File: src/rtl/sme_match_scheduler_pkg.sv
// Shared definitions for the KMP match-engine scheduler.
//
// Holds the scheduler state encoding and the default sizing values used by
// sme_match_scheduler and sme_free_picker.
package sme_match_scheduler_pkg;

  // Default sizing: engines, window width, string and pattern index widths.
  localparam int NUM_ENG_DEF   = 4;
  localparam int WIN_DEF       = 8;
  localparam int STR_ADD_W_DEF = 6;
  localparam int PAT_ADD_W_DEF = 3;

  // Scheduler states, 3-bit encoding.
  typedef enum logic [2:0] {
    SCH_IDLE     = 3'd0,
    SCH_SETUP    = 3'd1,
    SCH_DISPATCH = 3'd2,
    SCH_DRAIN    = 3'd3,
    SCH_REPORT   = 3'd4
  } sch_state_t;

endpackage

File: src/rtl/sme_match_scheduler_free_picker.sv
// sme_free_picker: lowest-index free engine selector.
//
// Ports:
//   busy_mask  in   N  one bit per engine, 1 = engine busy
//   grant      out  N  one-hot, lowest-index engine whose busy bit is 0
//   valid      out  1  at least one engine is free
module sme_free_picker #(
  parameter int N = 4
) (
  input  logic [N-1:0] busy_mask,
  output logic [N-1:0] grant,
  output logic         valid
);

  logic [N-1:0] free;

  // Isolating the lowest set bit of the free vector: x & (~x + 1).
  assign free  = ~busy_mask;
  assign grant = free & (~free + N'(1));
  assign valid = |free;

endmodule

File: src/rtl/sme_match_scheduler.sv
// sme_match_scheduler: dispatches fixed-size windows of candidate start
// positions to parallel KMP match engines and reports the earliest match.
//
// Optional feature macro: SME_EARLY_STOP_EN
//   When defined, windows whose base lies beyond an already-found match are
//   not dispatched; the reported position is the same either way.
//
// Ports:
//   clk           in   1               rising-edge clock
//   reset         in   1               asynchronous, active-low reset
//   mem_valid     in   1               string/pattern/failure function ready
//   str_last_idx  in   STR_ADD_W       index of last string byte
//   pat_last_idx  in   PAT_ADD_W       index of last pattern byte
//   eng_start     out  NUM_ENG         one-cycle start pulse per engine
//   eng_base      out  NUM_ENG*STR_ADD_W  first candidate start per engine
//   eng_end       out  NUM_ENG*STR_ADD_W  last candidate start per engine
//   eng_done      in   NUM_ENG         one-cycle completion pulse per engine
//   eng_hit       in   NUM_ENG         engine found a match (with eng_done)
//   eng_pos       in   NUM_ENG*STR_ADD_W  lowest match start per engine
//   busy          out  1               high whenever not IDLE
//   o_valid       out  1               one-cycle result pulse
//   o_match       out  1               at least one match recorded
//   o_pos         out  STR_ADD_W       earliest match start, 0 if none
module sme_match_scheduler
  import sme_match_scheduler_pkg::*;
#(
  parameter int NUM_ENG   = NUM_ENG_DEF,
  parameter int WIN       = WIN_DEF,
  parameter int STR_ADD_W = STR_ADD_W_DEF,
  parameter int PAT_ADD_W = PAT_ADD_W_DEF
) (
  input  logic                         clk,
  input  logic                         reset,
  input  logic                         mem_valid,
  input  logic [STR_ADD_W-1:0]         str_last_idx,
  input  logic [PAT_ADD_W-1:0]         pat_last_idx,
  output logic [NUM_ENG-1:0]           eng_start,
  output logic [NUM_ENG*STR_ADD_W-1:0] eng_base,
  output logic [NUM_ENG*STR_ADD_W-1:0] eng_end,
  input  logic [NUM_ENG-1:0]           eng_done,
  input  logic [NUM_ENG-1:0]           eng_hit,
  input  logic [NUM_ENG*STR_ADD_W-1:0] eng_pos,
  output logic                         busy,
  output logic                         o_valid,
  output logic                         o_match,
  output logic [STR_ADD_W-1:0]         o_pos
);

  localparam int WIN_LG = $clog2(WIN);
  // Window counter must be able to hold nwin itself (up to 2^STR_ADD_W/WIN).
  localparam int KW     = STR_ADD_W - WIN_LG + 1;

  sch_state_t state, next_state;

  logic [STR_ADD_W-1:0] str_last_q;
  logic [PAT_ADD_W-1:0] pat_last_q;
  logic [STR_ADD_W-1:0] last_start_q;
  logic [KW-1:0]        nwin_q;
  logic [KW-1:0]        win_cnt;
  logic [STR_ADD_W-1:0] best_q;
  logic                 found_q;
  logic [NUM_ENG-1:0]   busy_mask;
  logic [STR_ADD_W-1:0] base_q [NUM_ENG];
  logic [STR_ADD_W-1:0] end_q  [NUM_ENG];

  logic [STR_ADD_W:0]   last_start_full;
  logic                 no_cand;
  logic [STR_ADD_W-1:0] win_base;
  logic [STR_ADD_W-1:0] win_end_raw;
  logic [STR_ADD_W-1:0] win_end;
  logic                 windows_left;
  logic                 last_window;
  logic                 stop_early;
  logic [NUM_ENG-1:0]   grant;
  logic                 pick_valid;
  logic                 dispatch_fire;
  logic [NUM_ENG-1:0]   done_acc;
  logic                 hit_any;
  logic [STR_ADD_W-1:0] best_d;

  sme_free_picker #(.N(NUM_ENG)) u_picker (
    .busy_mask (busy_mask),
    .grant     (grant),
    .valid     (pick_valid)
  );

  // One extra bit so a pattern longer than the string shows up as a borrow.
  assign last_start_full = {1'b0, str_last_q} - (STR_ADD_W+1)'(pat_last_q);
  assign no_cand         = last_start_full[STR_ADD_W];

  // Current window bounds; the last window is clipped to last_start.
  assign win_base     = STR_ADD_W'(win_cnt) << WIN_LG;
  assign win_end_raw  = win_base | STR_ADD_W'(WIN - 1);
  assign win_end      = (win_end_raw > last_start_q) ? last_start_q : win_end_raw;
  assign windows_left = (win_cnt < nwin_q);
  assign last_window  = (win_cnt == nwin_q - KW'(1));

  // A window starting beyond the best match so far cannot improve it.
  always_comb begin
`ifdef SME_EARLY_STOP_EN
    stop_early = found_q && (win_base > best_q);
`else
    stop_early = 1'b0;
`endif
  end

  // Only the registered busy mask feeds the picker, so an engine finishing
  // this cycle is not eligible again until the next one.
  assign dispatch_fire = (state == SCH_DISPATCH) && windows_left &&
                         !stop_early && pick_valid;

  // Completion merge: done pulses from idle engines are dropped; every
  // accepted hit competes for the new best position.
  always_comb begin
    done_acc = eng_done & busy_mask;
    hit_any  = 1'b0;
    best_d   = best_q;
    for (int i = 0; i < NUM_ENG; i++) begin
      if (done_acc[i] && eng_hit[i]) begin
        hit_any = 1'b1;
        if (eng_pos[i*STR_ADD_W +: STR_ADD_W] < best_d) begin
          best_d = eng_pos[i*STR_ADD_W +: STR_ADD_W];
        end
      end
    end
  end

  // State register.
  always_ff @(posedge clk or negedge reset) begin
    if (!reset) begin
      state <= SCH_IDLE;
    end else begin
      state <= next_state;
    end
  end

  // Next-state logic.
  always_comb begin
    next_state = state;
    case (state)
      SCH_IDLE: begin
        if (mem_valid) next_state = SCH_SETUP;
      end
      SCH_SETUP: begin
        next_state = no_cand ? SCH_REPORT : SCH_DISPATCH;
      end
      SCH_DISPATCH: begin
        if (stop_early || !windows_left) begin
          next_state = SCH_DRAIN;
        end else if (dispatch_fire && last_window) begin
          next_state = SCH_DRAIN;
        end
      end
      SCH_DRAIN: begin
        if (busy_mask == '0) next_state = SCH_REPORT;
      end
      SCH_REPORT: begin
        next_state = SCH_IDLE;
      end
      default: next_state = SCH_IDLE;
    endcase
  end

  // Output logic.
  always_comb begin
    eng_start = dispatch_fire ? grant : '0;
    busy      = (state != SCH_IDLE);
    o_valid   = (state == SCH_REPORT);
    o_match   = found_q;
    o_pos     = found_q ? best_q : '0;
  end

  // Job bookkeeping: latched sizes, window counter, best/found and the
  // per-engine busy mask and held window bounds.
  always_ff @(posedge clk or negedge reset) begin
    if (!reset) begin
      str_last_q   <= '0;
      pat_last_q   <= '0;
      last_start_q <= '0;
      nwin_q       <= '0;
      win_cnt      <= '0;
      best_q       <= '0;
      found_q      <= 1'b0;
      busy_mask    <= '0;
      for (int i = 0; i < NUM_ENG; i++) begin
        base_q[i] <= '0;
        end_q[i]  <= '0;
      end
    end else begin
      if ((state == SCH_IDLE) && mem_valid) begin
        str_last_q <= str_last_idx;
        pat_last_q <= pat_last_idx;
      end
      if (state == SCH_SETUP) begin
        last_start_q <= last_start_full[STR_ADD_W-1:0];
        nwin_q       <= KW'(last_start_full[STR_ADD_W-1:0] >> WIN_LG) + KW'(1);
        win_cnt      <= '0;
        best_q       <= '1;
        found_q      <= 1'b0;
      end else begin
        best_q  <= best_d;
        found_q <= found_q | hit_any;
        if (dispatch_fire) win_cnt <= win_cnt + KW'(1);
      end
      busy_mask <= (busy_mask & ~done_acc) | (dispatch_fire ? grant : '0);
      for (int i = 0; i < NUM_ENG; i++) begin
        if (dispatch_fire && grant[i]) begin
          base_q[i] <= win_base;
          end_q[i]  <= win_end;
        end
      end
    end
  end

  // During the start pulse the new bounds are forwarded; afterwards the
  // registered copy holds them for as long as the engine is busy.
  for (genvar g = 0; g < NUM_ENG; g++) begin : g_bounds
    assign eng_base[g*STR_ADD_W +: STR_ADD_W] = eng_start[g] ? win_base : base_q[g];
    assign eng_end[g*STR_ADD_W +: STR_ADD_W]  = eng_start[g] ? win_end  : end_q[g];
  end

endmodule

File: config.mk
export PLATFORM = sky130hd
export DESIGN_NAME = sme_match_scheduler
export DESIGN_NICKNAME = d
export VERILOG_FILES = /design/src/rtl/sme_match_scheduler_pkg.sv /design/src/rtl/sme_match_scheduler_free_picker.sv /design/src/rtl/sme_match_scheduler.sv
export SDC_FILE = /design/constraint.sdc
export NUM_CORES = 1
export LEC_CHECK = 0
export ABC_CLOCK_PERIOD_IN_PS = 17200
export CELL_PAD_IN_SITES_DETAIL_PLACEMENT = 0
export CELL_PAD_IN_SITES_GLOBAL_PLACEMENT = 1
export CORE_MARGIN = 2
export CORE_UTILIZATION = 41
export CTS_CLUSTER_DIAMETER = 200
export DETAILED_ROUTE_END_ITERATION = 7
export MAX_ROUTING_LAYER = met4
export PLACE_DENSITY_LB_ADDON = 0.1
export SLEW_MARGIN = 20
export SYNTH_ARGS = -nofsm -noshare
export SYNTH_HDL_FRONTEND = slang
export SYNTH_SLANG_ARGS = --single-unit
File: constraint.sdc
create_clock -name clk -period 17.2 [get_ports clk]
set_clock_uncertainty 0.15 [all_clocks]
set_input_delay 1.72 -clock clk [delete_from_list [all_inputs] [get_ports clk]]
set_output_delay 1.72 -clock clk [all_outputs]
set_load 0.01 [all_outputs]
---- Word level (Yosys, flattened, before mapping) ----
Index checks and enable logic that the tools add are counted.
operators by class
  bitwise logic cells ..................... 8
  reduce and logical (&&, ||, !) cells .... 18
  divide/modulo/power cells ............... 0
  multiply operators ...................... 0
  eq/ne operators ......................... 8
  shift-type cells ........................ 0
  multiplexer cells ....................... 33
  add/sub/neg operators ................... 5
  magnitude comparators ................... 6
operator list
  operator                                          count
  2-to-1 mux 6 bit                                  19
  < comparator 6 bit                                4
  2-to-1 mux 3 bit                                  5
  bitwise AND 4 bit                                 3
  logical AND 1 bit                                 12
  2-to-1 mux 4 bit                                  3
  inverter 4 bit                                    3
  case mux 3 bit (4 select lines)                   1
  adder 4 x 1 -> 4 bit, second input constant       2
  subtractor 6 x 3 -> 7 bit                         1
  == test 3 x 2 -> 1 bit, second input constant     2
  greater-than comparator 6 bit                     1
  2-to-1 mux 1 bit                                  5
  adder 3 x 1 -> 4 bit, second input constant       1
  == test 4 bit                                     1
  zero test 4 bit                                   1
  < comparator 4 bit                                1
  inequality test 2 bit, second input constant      2
  bitwise OR 4 bit                                  1
  OR reduction 4 bit                                1
  subtractor 4 x 1 -> 4 bit, second input constant  1
  == test 3 x 1 -> 1 bit, second input constant     1
  == test 3 bit, second input constant              1
  zero test 3 bit                                   1
  5 further kinds                                   5
storage, ports and cells
  bits in registers ....................... 73
  memory bits (writable) .................. 0
  latch bits .............................. 0
  word-level logic and storage cells ...... 95
  output and inout port bits .............. 61
  memories kept ........................... 0
  bits of input ports ..................... 44
  ROM bits ................................ 0

---- Logic depth before layout (Yosys ltp) ----
Gate-level depths: netlist of run 1.
  word-level depth ........................ 13
  mapped depth ............................ 34
  depth with buffers taken out ............ 31

---- Modules after synthesis ----
Synthesis of run 1 repeated with hierarchy kept, for this count alone.
second synthesis, totals
  cell total of the unflattened synthesis .. 452
  area, all modules ....................... 4286.6 um2
by module, submodules not included
  module               cells an instance  area each (um2)  instances
  sme_match_scheduler  447                4250.3           1
  sme_free_picker      5                  36.3             1

---- Least setup slack after synthesis of run 1 ----
No wires, ideal clock.
  path kind ............................... input to register
  from .................................... in eng_pos[5]
  to ...................................... reg best_q[1]
  stages on the path ...................... 31
  path buffers ............................ 3
  library setup time ...................... 0.143 ns
  path slack .............................. 9.503 ns
  arrival ................................. 7.403 ns
  path through ............................ ha_1 > a21oi_1 > o211ai_2 > a21o_1 > buf_6 > mux2_2 > clkinv_1 > ha_1 > o211ai_1 > a2111oi_0 > a31oi_1 > mux2i_1 > a311oi_4 > buf_6 > mux2_2 > ha_1 > and3_1 > nand3_1 > a21oi_1 > nor2_1 > o21ai_2 > mux2_2 > ha_1 > a21oi_1 > nor2b_1 > o21ai_0 > nand2_1 > a2111o_1 > buf_6 > a211oi_1 > a41oi_1
on the way
  longest elaborated chain between the ends .. 13
RTL lines
  element               line                        text
  from (decl)           sme_match_scheduler.sv:42   input logic [NUM_ENG*STR_ADD_W-1:0] eng_pos,
  < comparator 6 bit    sme_match_scheduler.sv:121  if (eng_pos[i*STR_ADD_W +: STR_ADD_W] < best_d) begin
  2-to-1 mux 6 bit *    sme_match_scheduler.sv:121
  2-to-1 mux 6 bit *    sme_match_scheduler.sv:119  if (done_acc[i] && eng_hit[i]) begin
  < comparator 6 bit    sme_match_scheduler.sv:121
  2-to-1 mux 6 bit      sme_match_scheduler.sv:121
  2-to-1 mux 6 bit *    sme_match_scheduler.sv:119
  < comparator 6 bit    sme_match_scheduler.sv:121
  2-to-1 mux 6 bit      sme_match_scheduler.sv:121
  2-to-1 mux 6 bit *    sme_match_scheduler.sv:119
  < comparator 6 bit    sme_match_scheduler.sv:121
  2-to-1 mux 6 bit      sme_match_scheduler.sv:121
  2-to-1 mux 6 bit *    sme_match_scheduler.sv:119
  2-to-1 mux 6 bit *    sme_match_scheduler.sv:194  if (state == SCH_SETUP) begin
  to (signal assigned)  sme_match_scheduler.sv:201  best_q <= best_d;
  to (decl)             sme_match_scheduler.sv:60   logic [STR_ADD_W-1:0] best_q;
Every way passes the cells marked *; elsewhere a longest branch is shown, timed or not.
A chain may end at the register's enable or synchronous reset.

---- Worst setup path after layout of run 1 ----
  from .................................... in eng_pos[4]
  to ...................................... reg best_q[2]
The elaborated chain is that of the path after synthesis.

==> metrics.log, run 1 <==
[metrics] maximum number of pins on one net before global-route repair: 74
[metrics] cells resized by post-CTS repair: 0
[metrics] library cell occupying the most area in the post-synthesis netlist: sky130_fd_sc_hd__dfrtp_1
[metrics] Synth warnings: 0
[metrics] detail-routed net length per standard cell: 15.5 um
[metrics] highest net fanout along the worst path: 13
[metrics] class of the most critical setup path: in -> reg
[metrics] TritonCTS buffer count: 9
[metrics] endpoint kind of the worst setup timing path: register
[metrics] number of buffers inserted by port buffering: 92
[metrics] register area share after synthesis: 0.420
[metrics] worst-case hold slack: 329 ps
[metrics] total count of max-transition violations in the final report: 0
[metrics] post-route setup slack: 8450 ps
[metrics] worst-margin pin slew: 925 ps
[metrics] worst max-slew margin expressed relative to the limit: 0.384
[metrics] placed inst area: 5310 um^2
[metrics] post-detailed-route via-to-cell ratio: 5.17
[metrics] total DRC errors in the routed layout: 0
[metrics] cell with the most instances after synthesis: sky130_fd_sc_hd__dfrtp_1
[metrics] buffer levels on the longest clock path: 2
[metrics] leakage power total: 2.49 nW
[metrics] vias in the first global route: 3412
[metrics] setup TNS: 0 ps
[metrics] power density over the cells: 163 nW/um^2
[metrics] count of different cell masters after synthesis: 58
[metrics] NetSw: 0.000379 W
[metrics] Fmax achieved: 0.114 GHz
[metrics] category of the worst setup path launch point: input port
[metrics] critical path data required time: 17250 ps
[metrics] clock share of power: 0.144
[metrics] Largest stage delay, worst path: 580 ps
[metrics] buffer count from post-CTS setup fixing: 0
[metrics] antenna violations before repair: 0
[metrics] Overall Global Routing Usage: 0.199
[metrics] number of rows in the core area: 37
[metrics] number of synthesized register bits: 73
[metrics] latest clock arrival within the worst-skew pair: 350 ps
[metrics] most numerous cell types in the synthesized netlist: sky130_fd_sc_hd__dfrtp_1, sky130_fd_sc_hd__nand2_1, sky130_fd_sc_hd__nor2_1
[metrics] starting density of the core: 0.421
[metrics] signal arrival time at the worst endpoint: 8800 ps
[metrics] setup repair after global routing missed its margin: false
[metrics] status: finished, final reports clean
[metrics] overall die width: 107 um
[metrics] Critical Path Slowest Stage Cell: sky130_fd_sc_hd__a311oi_4
[metrics] part of the total power dissipated in combinational logic: 0.534
[metrics] max-cap violations: 0
[metrics] post-synthesis instance total: 455
[metrics] final setup violation count: 0
[metrics] count of clock tree sinks: 73
[metrics] number of synthesized flops with an enable pin: 0
[metrics] area share of the largest cell type after synthesis: 0.420
[metrics] die height: 107 um
[metrics] post-cts hold buffer count: 0
[metrics] final non-filler cell area: 5510 um^2
[metrics] routed via count: 3524
[metrics] total inserted antenna cells: 0
[metrics] final period utilization: 0.509
[metrics] mapped cell area: 4350 um^2
[metrics] DIE AREA: 11400 um^2
[metrics] Core Box Area: 10300 um^2
[metrics] aggregate global routing overflow: 0
[metrics] proportion of total power due to net switching: 0.422
[metrics] Synth async-reset ratio: 1.00
[metrics] share of layout cells above drive strength 1: 0.0954
[metrics] number of endpoints with negative hold slack in the final report: 0
[metrics] area added between synthesis and finish: 26.7%
[metrics] Detailed Route Iter0 Violations: 138
[metrics] most prevalent standard cell on the critical path: sky130_fd_sc_hd__ha_1
[metrics] I/O pin total: 105
[metrics] drt total wl: 10600 um
[metrics] cell types occupying the most area after synthesis: sky130_fd_sc_hd__dfrtp_1, sky130_fd_sc_hd__ha_1, sky130_fd_sc_hd__mux2_2
[metrics] post-synthesis area per instance: 9.55 um^2
[metrics] CTS clock-pin slew for the worst setup and hold paths: 90 ps
[metrics] largest vdd supply drop: 0.0863 mV
[metrics] clock tree from TritonCTS: built
[metrics] wire length of the first global-routing pass: 17600 um
[metrics] part of the total power dissipated in sequential elements: 0.322
[metrics] cell at the root of the clock tree: sky130_fd_sc_hd__clkbuf_8
[metrics] GPL Wtd Cong: 0.853
[metrics] min cycle time layout: 8750 ps
[metrics] Most used DFF post-synth: sky130_fd_sc_hd__dfrtp_1
[metrics] worst setup timing slack at the placement stage: 8110 ps
[metrics] DP HPWL: 8080 um
[metrics] final-stage net count: 615
[metrics] remaining antenna violation count: 0
[metrics] internal power component: 0.000519 W
[metrics] total number of H-tree levels: 3
[metrics] class of the most critical hold timing path: reg -> reg
[metrics] number of detailed-routing iterations run before antenna repair: 4
==> state kept, by name (all words and copies together) (netlist names) <==
register      count
base_q           12
best_q            6
busy_mask         4
end_q            24
last_start_q      6
nwin_q            4
o_match           1
pat_last_q        3
state             3
str_last_q        6
win_cnt           4
==> cell usage in the layout (no fill, tap or decap), drive strengths merged, types with 7 or more instances in the layout <==
master         synthesis  routed
xnor2                  8       8
nor2b                 11      11
o21ai                 31      31
dfrtp                 73      73
conb                   1      12
xor2                   9       9
nand2                 41      41
a41oi                  8       8
ha                    30      30
and2                   7       7
nor2                  39      39
inv                   33      37
clkdlybuf4s50          0      91
mux2i                 13      13
a21oi                 31      31
mux2                  19      19
nor3                   7       7
clkbuf                14       9
==> final cells by class <==
class,instances,area (um^2)
Clock inverter,7,61.3
Inverter,34,128
Multi-Input combinational cell,328,2260
Fill cell,996,4820
Timing Repair Buffer,94,933
Clock buffer,9,124
Sequential cell,73,1830
Tap cell,136,170
==> per-layer routing <==
metal	vias to the layer above	track usage	wire, um
li1	1744	-	-
met1	1682	0.291	5470
met2	87	0.291	4630
met3	11	0.0292	349
met4	0	0.0557	144
met5	-	-	0
==> power by group through the flow <==
stage	Clock, W	Combinational (W)	Sequential, W
6_report	0.000130	0.000480	0.000289
5_1_grt	0.000140	0.000548	0.000298
4_1_cts	0.000133	0.000486	0.000289
3_5_place_dp	0	0.000483	0.000293
3_3_place_gp	0	0.000474	0.000291
2_1_floorplan	0	0.000328	0.000265
==> per-stage QoR <==
step                total power (W)  utilization  cells
finish                     0.000899        0.534    681
global placement           0.000765        0.515    665
detailed placement         0.000775        0.515    665
CTS                        0.000909        0.533    681
floorplan                  0.000593            -    466
global route               0.000986        0.534    681
==> worst max-delay path: cells and delay by family <==
family,cells,cell delay (ps)
compound gates,13,3210
mux,4,1430
fa+ha+maj,4,1200
simple gates,6,690
buf+inv,2,570
==> final timing paths <==
| check | start | endpoint | slack, ps | cells after the start |
|---|---|---|---|---|
| setup / recovery | eng_pos[4] | best_q[2]$_DFF_PN0_ | 8450 | 29 |
| hold / removal | base_q[17]$_DFFE_PN0P_ | base_q[17]$_DFFE_PN0P_ | 330 | 2 |
| setup reg to reg | best_q[4]$_DFF_PN0_ | best_q[2]$_DFF_PN0_ | 9690 | 29 |
| hold reg to reg | base_q[17]$_DFFE_PN0P_ | base_q[17]$_DFFE_PN0P_ | 330 | 2 |
| max in group asynchronous | reset | best_q[0]$_DFF_PN0_ | 14950 | 1 |
| min in group asynchronous | reset | base_q[17]$_DFFE_PN0P_ | 1350 | 1 |
==> kinds of logic (layout without fill, tap and decap cells) <==
kind of cell / count (synthesis) / count (layout) / share of synthesized area
adder cells (fa/ha/maj): 31 / 31 / 0.0910
flip-flops: 73 / 73 / 0.420
other: 1 / 12 / 0.000863
AND/OR/NAND/NOR: 131 / 131 / 0.143
multiplexers: 32 / 32 / 0.0792
XOR/XNOR: 17 / 17 / 0.0343
buffers and inverters: 65 / 144 / 0.0728
AO/OA/AOI/OAI: 105 / 105 / 0.159
No activity file was read; power rests on OpenSTA's default activity.
==> run 2: changes to the inputs <==
--- a/config.mk
+++ b/config.mk
@@ -5,11 +5,11 @@
 export SDC_FILE = /design/constraint.sdc
 export NUM_CORES = 1
 export LEC_CHECK = 0
-export ABC_CLOCK_PERIOD_IN_PS = 17200
+export ABC_CLOCK_PERIOD_IN_PS = 9000
 export CELL_PAD_IN_SITES_DETAIL_PLACEMENT = 0
 export CELL_PAD_IN_SITES_GLOBAL_PLACEMENT = 1
 export CORE_MARGIN = 2
-export CORE_UTILIZATION = 41
+export CORE_UTILIZATION = 38
 export CTS_CLUSTER_DIAMETER = 200
 export DETAILED_ROUTE_END_ITERATION = 7
 export MAX_ROUTING_LAYER = met4
==> constraint.sdc (replaced) <==
create_clock -name clk -period 9 [get_ports clk]
set_clock_uncertainty 0.15 [all_clocks]
set_input_delay 0.9 -clock clk [delete_from_list [all_inputs] [get_ports clk]]
set_output_delay 0.9 -clock clk [all_outputs]
set_load 0.01 [all_outputs]
==> run 2 against run 1 <==
Combinational power increased by 93%. Via count decreased by 0.85%. Global-route usage decreased by 1.2 points. Final cell count increased by 1.0%. Sequential share of layout area decreased by 0.89 points. Sequential power increased by 91%. Wire length increased by 3.2%. Largest cell class unchanged. Largest power group unchanged.
==> metrics.log, run 2 (synthesized netlist as in run 1, its figures left out) <==
[metrics] status: finished, final reports clean
[metrics] routed via count: 3494 (-0.85%)
[metrics] TritonCTS buffer count: 9 (unchanged)
[metrics] Detailed Route Iter0 Violations: 139 (+0.72%)
[metrics] share of layout cells above drive strength 1: 0.0954 (unchanged)
[metrics] worst setup timing slack at the placement stage: 887 ps (-7220 ps)
[metrics] die height: 111 um (+3.7%)
[metrics] total inserted antenna cells: 0 (unchanged)
[metrics] DP HPWL: 8180 um (+1.2%)
[metrics] detail-routed net length per standard cell: 15.9 um (+2.2%)
[metrics] buffer count from post-CTS setup fixing: 0 (unchanged)
[metrics] clock share of power: 0.209 (+0.065)
[metrics] setup TNS: 0 ps (unchanged)
[metrics] CTS clock-pin slew for the worst setup and hold paths: 60 ps (-30 ps)
[metrics] most prevalent standard cell on the critical path: sky130_fd_sc_hd__ha_1
[metrics] Core Box Area: 11300 um^2 (+9.2%)
[metrics] wire length of the first global-routing pass: 18000 um (+2.2%)
[metrics] total DRC errors in the routed layout: 0 (unchanged)
[metrics] Largest regs: end_q x24, base_q x12
[metrics] power density over the cells: 330 nW/um^2 (+100%)
[metrics] GPL Wtd Cong: 0.898 (+5.2%)
[metrics] capture point of the worst reg-to-reg path: best_q[1]$_DFF_PN0_
[metrics] count of clock tree sinks: 73 (unchanged)
[metrics] proportion of total power due to net switching: 0.390 (-0.0321)
[metrics] buffer levels on the longest clock path: 2 (unchanged)
[metrics] drt total wl: 10900 um (+3.2%)
[metrics] Worst Setup EP: best_q[1]$_DFF_PN0_
[metrics] post-cts hold buffer count: 0 (unchanged)
[metrics] maximum number of pins on one net before global-route repair: 74 (unchanged)
[metrics] overall power: 0.00187 W (+110%)
[metrics] area taken by flip-flops and latches: 1830 um^2 (unchanged)
[metrics] worst max-slew margin expressed relative to the limit: 0.376 (-0.00727)
[metrics] signal arrival time at the worst endpoint: 7850 ps (-950 ps)
[metrics] endpoint kind of the worst setup timing path: register
[metrics] overall die width: 111 um (+3.7%)
[metrics] category of the worst setup path launch point: input port
[metrics] highest net fanout along the worst path: 13 (unchanged)
[metrics] clock tree from TritonCTS: built
[metrics] number of detailed-routing iterations run before antenna repair: 4 (unchanged)
[metrics] Top reg by flops: end_q
[metrics] final non-filler cell area: 5660 um^2 (+2.8%)
[metrics] area added between synthesis and finish: 30.2%
[metrics] I/O pin total: 105 (unchanged)
[metrics] final-stage net count: 615 (unchanged)
[metrics] Critical Path Slowest Stage Cell: sky130_fd_sc_hd__a311oi_4
[metrics] worst-margin pin slew: 936 ps (+10.9 ps)
[metrics] number of rows in the core area: 39 (+5.4%)
[metrics] critical path data required time: 9030 ps (-8220 ps)
[metrics] flip-flop count of the largest register, all copies and words added: 24 (unchanged)
[metrics] antenna violations before repair: 0 (unchanged)
[metrics] cell at the root of the clock tree: sky130_fd_sc_hd__clkbuf_16
[metrics] Fmax achieved: 0.128 GHz
[metrics] class of the most critical hold timing path: reg -> reg
[metrics] origin of the worst setup path: eng_pos[4]
[metrics] startpoint of the lowest-slack register-to-register path: best_q[4]$_DFF_PN0_
[metrics] final period utilization: 0.869
[metrics] max-cap violations: 0 (unchanged)
[metrics] total number of H-tree levels: 3 (unchanged)
[metrics] vias in the first global route: 3541 (+3.8%)
[metrics] cell depth of the worst flop-to-flop path: 29 (unchanged)
[metrics] most common cell after layout, fill and taps aside: sky130_fd_sc_hd__clkdlybuf4s50_1
[metrics] post-detailed-route via-to-cell ratio: 5.08 (-1.9%)
[metrics] largest vdd supply drop: 0.159 mV (+85%)
[metrics] Overall Global Routing Usage: 0.188 (-0.0117)
[metrics] Largest stage delay, worst path: 560 ps (-20 ps)
[metrics] internal power component: 0.00114 W (+120%)
[metrics] class of the most critical setup path: in -> reg
[metrics] cells resized by post-CTS repair: 0 (unchanged)
[metrics] part of the total power dissipated in combinational logic: 0.495 (-0.039)
[metrics] r2r setup slk: 1640 ps (-8050 ps)
[metrics] setup repair after global routing missed its margin: false
[metrics] leakage power total: 2.57 nW (+2.8%)
[metrics] min cycle time layout: 7820 ps
[metrics] placed inst area: 5320 um^2 (+0.16%)
[metrics] NetSw: 0.000729 W (+92%)
[metrics] number of endpoints with negative hold slack in the final report: 0 (unchanged)
[metrics] number of buffers inserted by port buffering: 92 (unchanged)
[metrics] filler cell count in the final layout: 1098 (+10%)
[metrics] aggregate global routing overflow: 0 (unchanged)
[metrics] DIE AREA: 12300 um^2 (+7.6%)
[metrics] total count of max-transition violations in the final report: 0 (unchanged)
[metrics] part of the total power dissipated in sequential elements: 0.296 (-0.026)
[metrics] combined area of the multi-input logic cells: 2260 um^2 (unchanged)
[metrics] starting density of the core: 0.386 (-0.0354)
[metrics] post-route setup slack: 1180 ps (-7270 ps)
[metrics] most frequent cells in the layout: sky130_fd_sc_hd__clkdlybuf4s50_1, sky130_fd_sc_hd__dfrtp_1, sky130_fd_sc_hd__nand2_1
[metrics] remaining antenna violation count: 0 (unchanged)
[metrics] latest clock arrival within the worst-skew pair: 330 ps (-20 ps)
[metrics] final setup violation count: 0 (unchanged)
==> run 2: cell count changes in the layout (fill, tap and decap cells not counted), moves of 2 or more <==
cell                        change
sky130_fd_sc_hd__bufinv_16      +2
sky130_fd_sc_hd__clkbuf_16      +9
sky130_fd_sc_hd__clkbuf_8       -8
sky130_fd_sc_hd__inv_6          -2
==> run 2: worst min path at each step <==
stage                                     start                     endpoint  slack, ps  cells past startpoint
finish                   base_q[17]$_DFFE_PN0P_       base_q[17]$_DFFE_PN0P_        330                      2
global route             base_q[23]$_DFFE_PN0P_       base_q[23]$_DFFE_PN0P_        360                      1
CTS                      base_q[16]$_DFFE_PN0P_       base_q[16]$_DFFE_PN0P_        330                      2
detailed placement       base_q[16]$_DFFE_PN0P_       base_q[16]$_DFFE_PN0P_        310                      2
global placement         base_q[16]$_DFFE_PN0P_       base_q[16]$_DFFE_PN0P_        310                      2
floorplan           last_start_q[5]$_DFFE_PN0P_  last_start_q[5]$_DFFE_PN0P_        320                      2
==> run 2: worst max-delay path: cells and delay by family <==
family / cells / cell delay (ps)
and+or+nand+nor: 6 / 670
muxes: 4 / 1410
AOI/OAI and AO/OA: 13 / 3120
buffers and inverters: 2 / 560
adders and majority gates: 4 / 1180
==> run 2: power by group through the flow <==
stage	Clock (W)	Combinational, W	Sequential [W]
global placement	0	0.000917	0.000558
CTS	0.000402	0.000936	0.000555
detailed placement	0	0.000926	0.000562
finish	0.000391	0.000925	0.000553
floorplan	0	0.000626	0.000506
global route	0.000415	0.00104	0.000572
==> run 2: metrics by stage <==
stage               std cells  hold slack (ps)  utilization
floorplan                 466              321            -
global placement          672              308        0.472
detailed placement        672              315        0.472
CTS                       688              331        0.501
global route              688              359        0.502
finish                    688              329        0.502
==> run 2: per-layer routing <==
layer,up-vias,track usage,share of wire
met3,14,0.0410,0.040
met2,74,0.295,0.47
li1,1738,-,-
met1,1668,0.248,0.48
met4,0,0.0508,0.012
met5,-,-,0
==> run 2: layout make-up <==
cell class | instances | share of cell area
repair buffers | 94 | 0.165
multi-input cells | 328 | 0.400
inverters | 34 | 0.0225
clock buffers | 10 | 0.0422
clock inverters | 6 | 0.0159
well taps | 143 | 0.0316
flip-flops and latches | 73 | 0.323
==> run 3: changes to the inputs <==
--- a/config.mk
+++ b/config.mk
@@ -8,6 +8,7 @@
 export ABC_CLOCK_PERIOD_IN_PS = 9000
 export CELL_PAD_IN_SITES_DETAIL_PLACEMENT = 0
 export CELL_PAD_IN_SITES_GLOBAL_PLACEMENT = 1
+export CORE_ASPECT_RATIO = 0.5
 export CORE_MARGIN = 2
 export CORE_UTILIZATION = 38
 export CTS_CLUSTER_DIAMETER = 200
==> run 3 against run 2 <==
Die area increased by 0.42%. First-iteration DRC count decreased by 27%. Clock power decreased by 15%. Maximum frequency decreased by 0.89%. Combinational power about the same. Core utilization increased by 0.55 points. Largest power group unchanged. Highest routed layer unchanged.
==> metrics.log, run 3 (synthesized netlist as in run 1, its figures left out) <==
[metrics] drt total wl: 10400 um (-4.6%)
[metrics] CTS clock-pin slew for the worst setup and hold paths: 60 ps (about the same)
[metrics] wire length of the first global-routing pass: 17400 um (-3.5%)
[metrics] Top reg by flops: end_q
[metrics] proportion of total power due to net switching: 0.397 (+0.00750)
[metrics] most frequent cells in the layout: sky130_fd_sc_hd__clkdlybuf4s50_1, sky130_fd_sc_hd__dfrtp_1, sky130_fd_sc_hd__nand2_1
[metrics] min cycle time layout: 7890 ps (+70.5 ps)
[metrics] Hold Crit Start: base_q[16]$_DFFE_PN0P_
[metrics] starting density of the core: 0.392 (+0.00666)
[metrics] number of endpoints with negative hold slack in the final report: 0 (unchanged)
[metrics] endpoint kind of the worst setup timing path: register
[metrics] GPL Wtd Cong: 0.853 (-5.0%)
[metrics] Overall Global Routing Usage: 0.183 (-0.00451)
[metrics] worst-case hold path end point: base_q[16]$_DFFE_PN0P_
[metrics] final-stage net count: 617 (+0.33%)
[metrics] worst-case hold slack: 326 ps (-3.19 ps)
[metrics] vias in the first global route: 3503 (-1.1%)
[metrics] setup TNS: 0 ps (unchanged)
[metrics] total DRC errors in the routed layout: 0 (unchanged)
[metrics] signal arrival time at the worst endpoint: 7910 ps (+60 ps)
[metrics] final setup violation count: 0 (unchanged)
[metrics] aggregate global routing overflow: 0 (unchanged)
[metrics] final non-filler cell area: 5630 um^2 (-0.62%)
[metrics] DP HPWL: 7800 um (-4.7%)
[metrics] area added between synthesis and finish: 29.4%
[metrics] class of the most critical hold timing path: reg -> reg
[metrics] internal power component: 0.00109 W (-4.8%)
[metrics] part of the total power dissipated in combinational logic: 0.514 (+0.019)
[metrics] die height: 79.6 um (-28%)
[metrics] worst max-slew margin expressed relative to the limit: 0.382 (+0.00555)
[metrics] cells resized by post-CTS repair: 0 (unchanged)
[metrics] capture point of the worst reg-to-reg path: best_q[2]$_DFF_PN0_
[metrics] number of buffers inserted by port buffering: 92 (unchanged)
[metrics] DIE AREA: 12400 um^2 (+0.42%)
[metrics] utilization after layout: 0.508 (+0.00551)
[metrics] latest clock arrival within the worst-skew pair: 330 ps (about the same)
[metrics] Detailed Route Iter0 Violations: 101 (-27%)
[metrics] most common cell after layout, fill and taps aside: sky130_fd_sc_hd__clkdlybuf4s50_1
[metrics] flip-flop count of the largest register, all copies and words added: 24 (unchanged)
[metrics] NetSw: 0.000716 W (-1.7%)
[metrics] cell at the root of the clock tree: sky130_fd_sc_hd__clkbuf_16
[metrics] setup repair after global routing missed its margin: false
[metrics] part of the total power dissipated in sequential elements: 0.302 (+0.006)
[metrics] worst-margin pin slew: 927 ps (-8.32 ps)
[metrics] largest vdd supply drop: 0.241 mV (+52%)
[metrics] class of the most critical setup path: in -> reg
[metrics] category of the worst setup path launch point: input port
[metrics] remaining antenna violation count: 0 (unchanged)
[metrics] clock tree from TritonCTS: built
[metrics] total inserted antenna cells: 0 (unchanged)
[metrics] highest net fanout along the worst path: 13 (unchanged)
[metrics] buffer levels on the longest clock path: 2 (unchanged)
[metrics] filler cell count in the final layout: 1034 (-5.8%)
[metrics] cell depth of the worst flop-to-flop path: 29 (unchanged)
[metrics] TritonCTS buffer count: 9 (unchanged)
[metrics] buffer count from post-CTS setup fixing: 0 (unchanged)
[metrics] startpoint of the lowest-slack register-to-register path: best_q[4]$_DFF_PN0_
[metrics] power density over the cells: 320 nW/um^2 (-3.0%)
[metrics] Largest regs: end_q x24, base_q x12
[metrics] Largest stage delay, worst path: 610 ps (+50 ps)
[metrics] number of detailed-routing iterations run before antenna repair: 4 (unchanged)
[metrics] Critical Path Slowest Stage Cell: sky130_fd_sc_hd__a311oi_4
[metrics] I/O pin total: 105 (unchanged)
[metrics] max-cap violations: 0 (unchanged)
[metrics] total number of H-tree levels: 3 (unchanged)
[metrics] clock share of power: 0.184 (-0.025)
[metrics] count of clock tree sinks: 73 (unchanged)
[metrics] final period utilization: 0.877 (+0.00783)
[metrics] maximum number of pins on one net before global-route repair: 74 (unchanged)
[metrics] total count of max-transition violations in the final report: 0 (unchanged)
[metrics] share of layout cells above drive strength 1: 0.0969 (+0.00148)
[metrics] detail-routed net length per standard cell: 15.1 um (-5.1%)
[metrics] r2r setup slk: 1670 ps (+30 ps)
[metrics] post-cts hold buffer count: 0 (unchanged)
[metrics] critical path data required time: 9020 ps (about the same)
[metrics] most prevalent standard cell on the critical path: sky130_fd_sc_hd__ha_1
[metrics] number of cells on the worst hold path: 2 (unchanged)
[metrics] placed inst area: 5340 um^2 (+0.33%)
[metrics] status: finished, final reports clean
[metrics] Fmax achieved: 0.127 GHz (-0.89%)
[metrics] overall die width: 155 um (+40%)
[metrics] leakage power total: 2.55 nW (-0.75%)
[metrics] number of rows in the core area: 27 (-31%)
[metrics] Core Box Area: 11100 um^2 (-1.7%)
[metrics] routed via count: 3519 (+0.72%)
[metrics] antenna violations before repair: 0 (unchanged)
[metrics] post-detailed-route via-to-cell ratio: 5.09 (+0.13%)
## run 3: cell count changes in the layout (fill, tap and decap cells not counted), sizes merged
cell,change
clkinv,-1
clkinvlp,+2
clkbuf,+1
buf,+2
bufinv,-2
## run 3: metal layers
metal	track usage	part of all wire
met5	-	0
met1	0.241	0.50
met3	0.0418	0.053
met2	0.291	0.44
met4	0.0440	0.0081
## run 3: area by class of cell
class	count	area, um^2	share of cell area
clock buffer	11	243	0.0431
clock inverter	5	40.0	0.00712
multi-input combinational	328	2260	0.401
inverter	34	128	0.0227
tap	145	181	0.0323
timing repair buffer	96	948	0.169
sequential	73	1830	0.325
## run 3: how the worst max path moves through the flow
| stage | slack, ps | cells past startpoint | startpoint | to |
|---|---|---|---|---|
| 5_1_grt | 590 | 29 | eng_pos[4] | best_q[2]$_DFF_PN0_ |
| 3_3_place_gp | 1070 | 29 | eng_pos[4] | best_q[4]$_DFF_PN0_ |
| 4_1_cts | 1240 | 29 | eng_pos[4] | best_q[4]$_DFF_PN0_ |
| 2_1_floorplan | 2120 | 31 | eng_pos[5] | best_q[1]$_DFF_PN0_ |
| 3_5_place_dp | 910 | 29 | eng_pos[3] | best_q[5]$_DFF_PN0_ |
| 6_report | 1110 | 29 | eng_pos[4] | best_q[2]$_DFF_PN0_ |
## run 3: stage by stage
step / total power, W / setup slack, ps / cells
2_1_floorplan: 0.00113 / 2120 / 466
3_3_place_gp: 0.00147 / 1070 / 676
3_5_place_dp: 0.00148 / 909 / 676
4_1_cts: 0.00182 / 1240 / 692
5_1_grt: 0.00197 / 593 / 692
6_report: 0.00180 / 1110 / 692
## run 3: critical path, delay by kind of cell
family	cells	cell delay, ps
AOI/OAI and AO/OA	12	3080
adders and majority gates	4	1180
muxes	4	1430
and+or+nand+nor	7	710
buffers and inverters	2	570
## run 3: power groups by stage
stage	registers [W]	logic (W)	clock network [W]
floorplan	0.000506	0.000626	0
global placement	0.000549	0.000925	0
detailed placement	0.000551	0.000930	0
CTS	0.000546	0.000937	0.000341
global route	0.000565	0.00105	0.000358
finish	0.000545	0.000926	0.000331
==> variant 1: new RTL, config.mk and constraints of run 3 <==
Make the reset (`reset`) synchronous in 2 clocked blocks. Comments in the files are not updated.
--- a/src/rtl/sme_match_scheduler.sv
+++ b/src/rtl/sme_match_scheduler.sv
@@ -126,7 +126,7 @@
   end
 
   // State register.
-  always_ff @(posedge clk or negedge reset) begin
+  always_ff @(posedge clk) begin
     if (!reset) begin
       state <= SCH_IDLE;
     end else begin
@@ -172,7 +172,7 @@
 
   // Job bookkeeping: latched sizes, window counter, best/found and the
   // per-engine busy mask and held window bounds.
-  always_ff @(posedge clk or negedge reset) begin
+  always_ff @(posedge clk) begin
     if (!reset) begin
       str_last_q   <= '0;
       pat_last_q   <= '0;
Behaviour: differs if reset is asserted again (counterexample within 4 cycles, from zero or initial values and one cycle with reset low); with reset held inactive, the same outputs for 4 cycles.
==> variant 1 against run 3 <==
  * Fmax decreased by 1.0%
  * Final area rose by 6.1%
  * Largest power group unchanged
  * Worst setup slack lost 0.080 ns
  * Total power is 23% lower
  * Area after synthesis up 6.0%
  * Wire length rose by 13%
  * Sequential power decreased by 19%
  * Sequential cell count did not move
==> variant 1: results (changes against run 3) <==
----------------------------------------------------
[Outcome]
  Run status ... finished, final reports clean (unchanged)

[Setup path]
  CP max stage delay ... 0.52 ns (was 0.61 ns)
  Largest delay share family, worst path ... compound AO/OA/AOI/OAI gates (unchanged)
  Slowest-stage cell, CP ... a311oi_1 (was a311oi_4)
  Highest net fanout along the worst path ... 8 (was 13)
  Reg2Reg Depth ... 32 (was 29)
  Reg2Reg Capture Point ... best_q[1] (was best_q[2])
  R2r startpoint ... best_q[2] (was best_q[4])
  Data arrival time of the critical path ... 8.04 ns (was 7.91 ns)

[Placement]
  Placer's final routability congestion estimate ... 0.904 (was 0.853)
  Estimated wirelength of the detail-placed design ... 8860 um (was 7800 um)
  Number of buffers inserted by port buffering ... 92 (unchanged)

[GRT]
  Number of global-route vias before repair ... 3836 (was 3503)
  Antenna violations before repair ... 0 (unchanged)
  Global-route wire length before repair ... 19300 um (was 17400 um)
  Maximum number of pins on one net before global-route repair ... 31 (was 74)
  Global-route usage over all layers ... 19.5% (was 18.3%)

[Yosys]
  Most numerous cell types in the synthesized netlist ... nor2_1, nand2_1, a21oi_1 (was dfrtp_1, nand2_1, nor2_1)
  Post-synth EDFFs ... 36 (was 0)
  Number of warnings reported in the yosys synthesis log ... 0 (unchanged)
  Sequential fraction of the synthesis area ... 39.5% (was 42.0%)
  Dominant cells by area after synthesis ... edfxtp_1, dfxtp_1, ha_1 (was dfrtp_1, ha_1, mux2_2)
  Async set-or-reset flop fraction in the synthesized netlist ... 0% (was 100%)
  Number of distinct library cells after synthesis ... 63 (was 58)
  Top flip-flop cell by instance count after synthesis ... dfxtp_1 (was dfrtp_1)

[Clock tree]
  Root cell of the clock tree ... clkbuf_16 (unchanged)
  Total CTS buffers ... 9 (unchanged)
  Total of cells resized after clock tree synthesis ... 0 (unchanged)
  Clock insertion delay at the later pin of the skew report ... 0.33 ns (about the same)
  Clock Path Buffers ... 2 (unchanged)
  Clock transition time at the flip-flop clock pins of the worst setup and hold paths ... 0.06 ns (about the same)
  Number of buffers added for setup after CTS ... 0 (unchanged)

[Final layout]
  Final nets ... 704 (was 617)
  Ant. Diodes ... 0 (unchanged)
  Registers with the most flip-flops ... end_q: 24 flops, base_q: 12 flops (unchanged)
  Ratio of cells with drive above 1 in the final layout ... 7.24% (was 9.69%)

[Timing]
  Worst Hold Margin ... 0.316 ns (was 0.326 ns)
  Tightest Pin Transition ... 0.989 ns (was 0.927 ns)

[Pwr]
  Maximum vdd ir drop ... 0.000107 V (was 0.000241 V)
  LEAKAGE ... 2.35 nW (was 2.55 nW)

[Min path]
  Worst hold path cell count ... 2 (unchanged)
  Startpoint of the worst hold path ... pat_last_q[2] (was base_q[16])
  HP Class ... register to register (unchanged)
  Hold endpoint ... pat_last_q[2] (was base_q[16])

[Floorplan]
  Core outline area ... 11800 um2 (was 11100 um2)

[Routing]
  Per-cell routed wire length ... 14.8 um (was 15.1 um)
  Via-to-Cell Ratio ... 5.01 (was 5.09)
  Initial DRC count ... 239 (was 101)

----------------------------------------------------
-- variant 1: worst register-to-register path, delay by kind of cell, from the launching register on --
kind / cells / cell delay [ns]
compound gates: 16 / 3.13
fa+ha+maj: 4 / 1.13
buf+inv: 2 / 0.17
flops: 1 / 0.32
mux: 1 / 0.26
simple gates: 9 / 2.08
-- variant 1: kinds of logic after synthesis --
family                   Yosys count  synth area share (%)
AO/OA/AOI/OAI                    128                  17.6
XOR/XNOR                          12                  2.28
adder cells (fa/ha/maj)           30                  8.31
buffers and inverters             77                  7.71
flip-flops                        73                  39.5
multiplexers                      18                  4.18
other                              1                0.0814
AND/OR/NAND/NOR                  207                  20.4
-- variant 1: metal layers --
| layer | up-vias | GRT usage, % | part of all wire (%) | wire length (um) |
|---|---|---|---|---|
| met1 | 1853 | 26.2 | 52 | 6170 |
| met5 | - | - | 0 | 0 |
| met2 | 103 | 30.1 | 42 | 4970 |
| met4 | 0 | 5.00 | 0.86 | 102 |
| li1 | 2048 | - | - | - |
| met3 | 7 | 4.04 | 4.8 | 568 |
-- variant 1: cell type report --
type,instances,area (um2)
clock buffers,10,229
repair buffers,98,966
multi-input cells,407,2480
flip-flops and latches,73,1820
well taps,165,206
inverters,41,154
clock inverters,6,115
fillers,1168,5840
-- variant 1: per-stage QoR --
stage	setup slack, ns	std cells	utilization (%)	cell area (um2)
global route	0.272	800	50.6	5970
floorplan	2.01	557	-	4650
detailed placement	0.696	784	47.7	5630
CTS	1.01	800	50.6	5970
finish	1.03	800	50.6	5970
global placement	0.897	784	47.7	5630
-- variant 1: how the worst max path moves through the flow --
stage	startpoint	slack (ns)	to	cells past startpoint
final	eng_pos[2]	1.03	best_q[1]	32
after global routing	eng_pos[2]	0.27	best_q[4]	30
after CTS	eng_pos[2]	1.01	best_q[1]	31
after detailed placement	eng_pos[2]	0.70	best_q[1]	31
after global placement	eng_pos[2]	0.90	best_q[1]	31
after floorplan	eng_pos[2]	2.01	best_q[1]	31
-- variant 1: power by group --
group          internal (mW)  leakage (nW)  switching, mW
Combinational          0.211          1.51          0.315
Sequential             0.396         0.674         0.0470
Clock                  0.272         0.163          0.139
Total                  0.880          2.35          0.501
==> variant 2: new RTL, config.mk and constraints of run 3 <==
Made on the original files. Add a define of `SME_EARLY_STOP_EN`.
--- a/src/rtl/sme_match_scheduler.sv
+++ b/src/rtl/sme_match_scheduler.sv
@@ -21,6 +21,8 @@
 //   o_valid       out  1               one-cycle result pulse
 //   o_match       out  1               at least one match recorded
 //   o_pos         out  STR_ADD_W       earliest match start, 0 if none
+`define SME_EARLY_STOP_EN
+
 module sme_match_scheduler
   import sme_match_scheduler_pkg::*;
 #(
Function: changed (Yosys sat finds a counterexample within 10 cycles, from zero or initial values and one cycle with reset low).
==> variant 2 against run 3 <==
  * Area after synthesis up 1.0%
  * Worst setup slack worse by 0.058 ns
  * Sequential cell count unchanged
  * Combinational power up 6.0%
  * Highest routed layer unchanged
  * Synthesized cell count down 1.1%
  * Total power up 5.2%
  * Largest power group unchanged
  * Final area up 1.0%
  * Largest cell class unchanged
  * Critical endpoint is now best_q[1]
  * Wire length down 1.0%
==> variant 2: results (changes against run 3) <==
----------------------------------------------------
[Final layout]
  Ratio of cells with drive above 1 in the final layout ... 9.09% (was 9.69%)
  Count of fill cells added during filler insertion ... 1061 (was 1034)
  Non-filler instance count after layout ... 684 (was 692)
  Area of all sequential standard cells ... 1830 um2 (unchanged)
  Final nets ... 613 (was 617)
  Ant. Diodes ... 0 (unchanged)

[Setup path]
  CP max stage delay ... 0.46 ns (was 0.61 ns)
  Highest net fanout along the worst path ... 11 (was 13)
  Slowest-stage cell, CP ... clkdlybuf4s50_1 (was a311oi_4)
  Data arrival time of the critical path ... 8.01 ns (was 7.91 ns)

[Yosys]
  Gate count of the mapped netlist ... 450 (was 455)
  Share of cell area taken by muxes after synthesis ... 8.09% (was 7.92%)
  Most numerous cell types in the synthesized netlist ... dfrtp_1, nor2_1, o21ai_0 (was dfrtp_1, nand2_1, nor2_1)
  Synthesized-area fraction occupied by ao, oa, aoi and oai cells ... 17.0% (was 15.9%)
  Number of warnings reported in the yosys synthesis log ... 0 (unchanged)
  Top flip-flop cell by instance count after synthesis ... dfrtp_1 (unchanged)
  Number of distinct library cells after synthesis ... 56 (was 58)
  Dominant cells by area after synthesis ... dfrtp_1, ha_1, mux2_2 (unchanged)
  Area share of xor/xnor cells in the synthesized design ... 2.79% (was 3.43%)
  Sequential fraction of the synthesis area ... 41.6% (was 42.0%)
  Post-synthesis adder-cell area fraction ... 9.57% (was 9.10%)

[GRT]
  Number of global-route vias before repair ... 3490 (was 3503)
  Global-route usage over all layers ... 18.4% (was 18.3%)
  Global-route wire length before repair ... 17500 um (was 17400 um)

[Timing]
  Remaining max-slew budget at the tightest pin ... 31.6% (was 38.2%)

[Placement]
  Estimated wirelength of the detail-placed design ... 7940 um (was 7800 um)
  Placer's final routability congestion estimate ... 0.878 (was 0.853)
  Placement-stage cell area ... 5380 um2 (was 5340 um2)
  Worst-case setup slack after placement ... 0.704 ns (was 0.909 ns)
  Number of placed instances, taps included ... 670 (was 676)

[Routing]
  Final wirelength ... 10300 um (was 10400 um)
  Initial DRC count ... 179 (was 101)
  Via-to-Cell Ratio ... 5.04 (was 5.09)
  DR pass1 iterations ... 4 (unchanged)

[Pwr]
  Maximum vdd ir drop ... 0.000125 V (was 0.000241 V)
  LEAKAGE ... 2.48 nW (was 2.55 nW)

[Outcome]
  Run status ... finished, final reports clean (unchanged)

----------------------------------------------------
-- variant 2: cell types whose count changed after synthesis, moves of 7 or more --
cell             run 3  this run
inv_1               32        24
a41oi_1              8         1
nand2_1             41        32
o21ai_0             26        33
nand2b_1             3        11
-- variant 2: worst paths after layout --
check                            from        end  slack, ns  cells after the start
hold reg to reg             base_q[9]  base_q[9]       0.34                      1
min in group asynchronous       reset  best_q[0]       0.55                      1
setup reg to reg            best_q[4]  best_q[1]       1.59                     27
setup / recovery           eng_pos[4]  best_q[1]       1.05                     27
hold / removal              base_q[9]  base_q[9]       0.34                      1
max in group asynchronous       reset   end_q[6]       7.53                      1
-- variant 2: cell families (layout without fill, tap and decap cells) --
group                      count (synthesis)  after routing
muxes                                     33             33
and+or+nand+nor                          134            134
AOI/OAI and AO/OA                        110            110
DFF                                       73             73
other                                      1             12
buffers and inverters                     52            130
adders and majority gates                 33             33
xor gates and xnor gates                  14             14
-- variant 2: final cells by class --
| cell class | count | share of cell area (%) |
|---|---|---|
| flip-flops and latches | 73 | 32.1 |
| multi-input cells | 336 | 41.7 |
| well taps | 145 | 3.19 |
| repair buffers | 92 | 16.2 |
| clock buffers | 10 | 4.03 |
| clock inverters | 4 | 1.23 |
| inverters | 24 | 1.59 |
-- variant 2: critical path, delay by kind of cell --
family / cells / cell delay [ns]
muxes: 1 / 0.38
AOI/OAI and AO/OA: 17 / 4.26
and+or+nand+nor: 4 / 0.89
buffers and inverters: 1 / 0.46
adders and majority gates: 4 / 1.11
-- variant 2: report_power, final --
part / total [mW] / internal (mW) / switching, mW
clock network: 0.365 / 0.238 / 0.127
logic: 0.982 / 0.478 / 0.504
registers: 0.549 / 0.452 / 0.0971
-- variant 2: metal layers --
metal / up-vias / global-route usage [%] / wire length (um)
met1: 1621 / 24.3 / 5150
met2: 77 / 29.6 / 4730
met5: - / - / 0
li1: 1747 / - / -
met3: 5 / 3.58 / 391
met4: 0 / 4.40 / 53
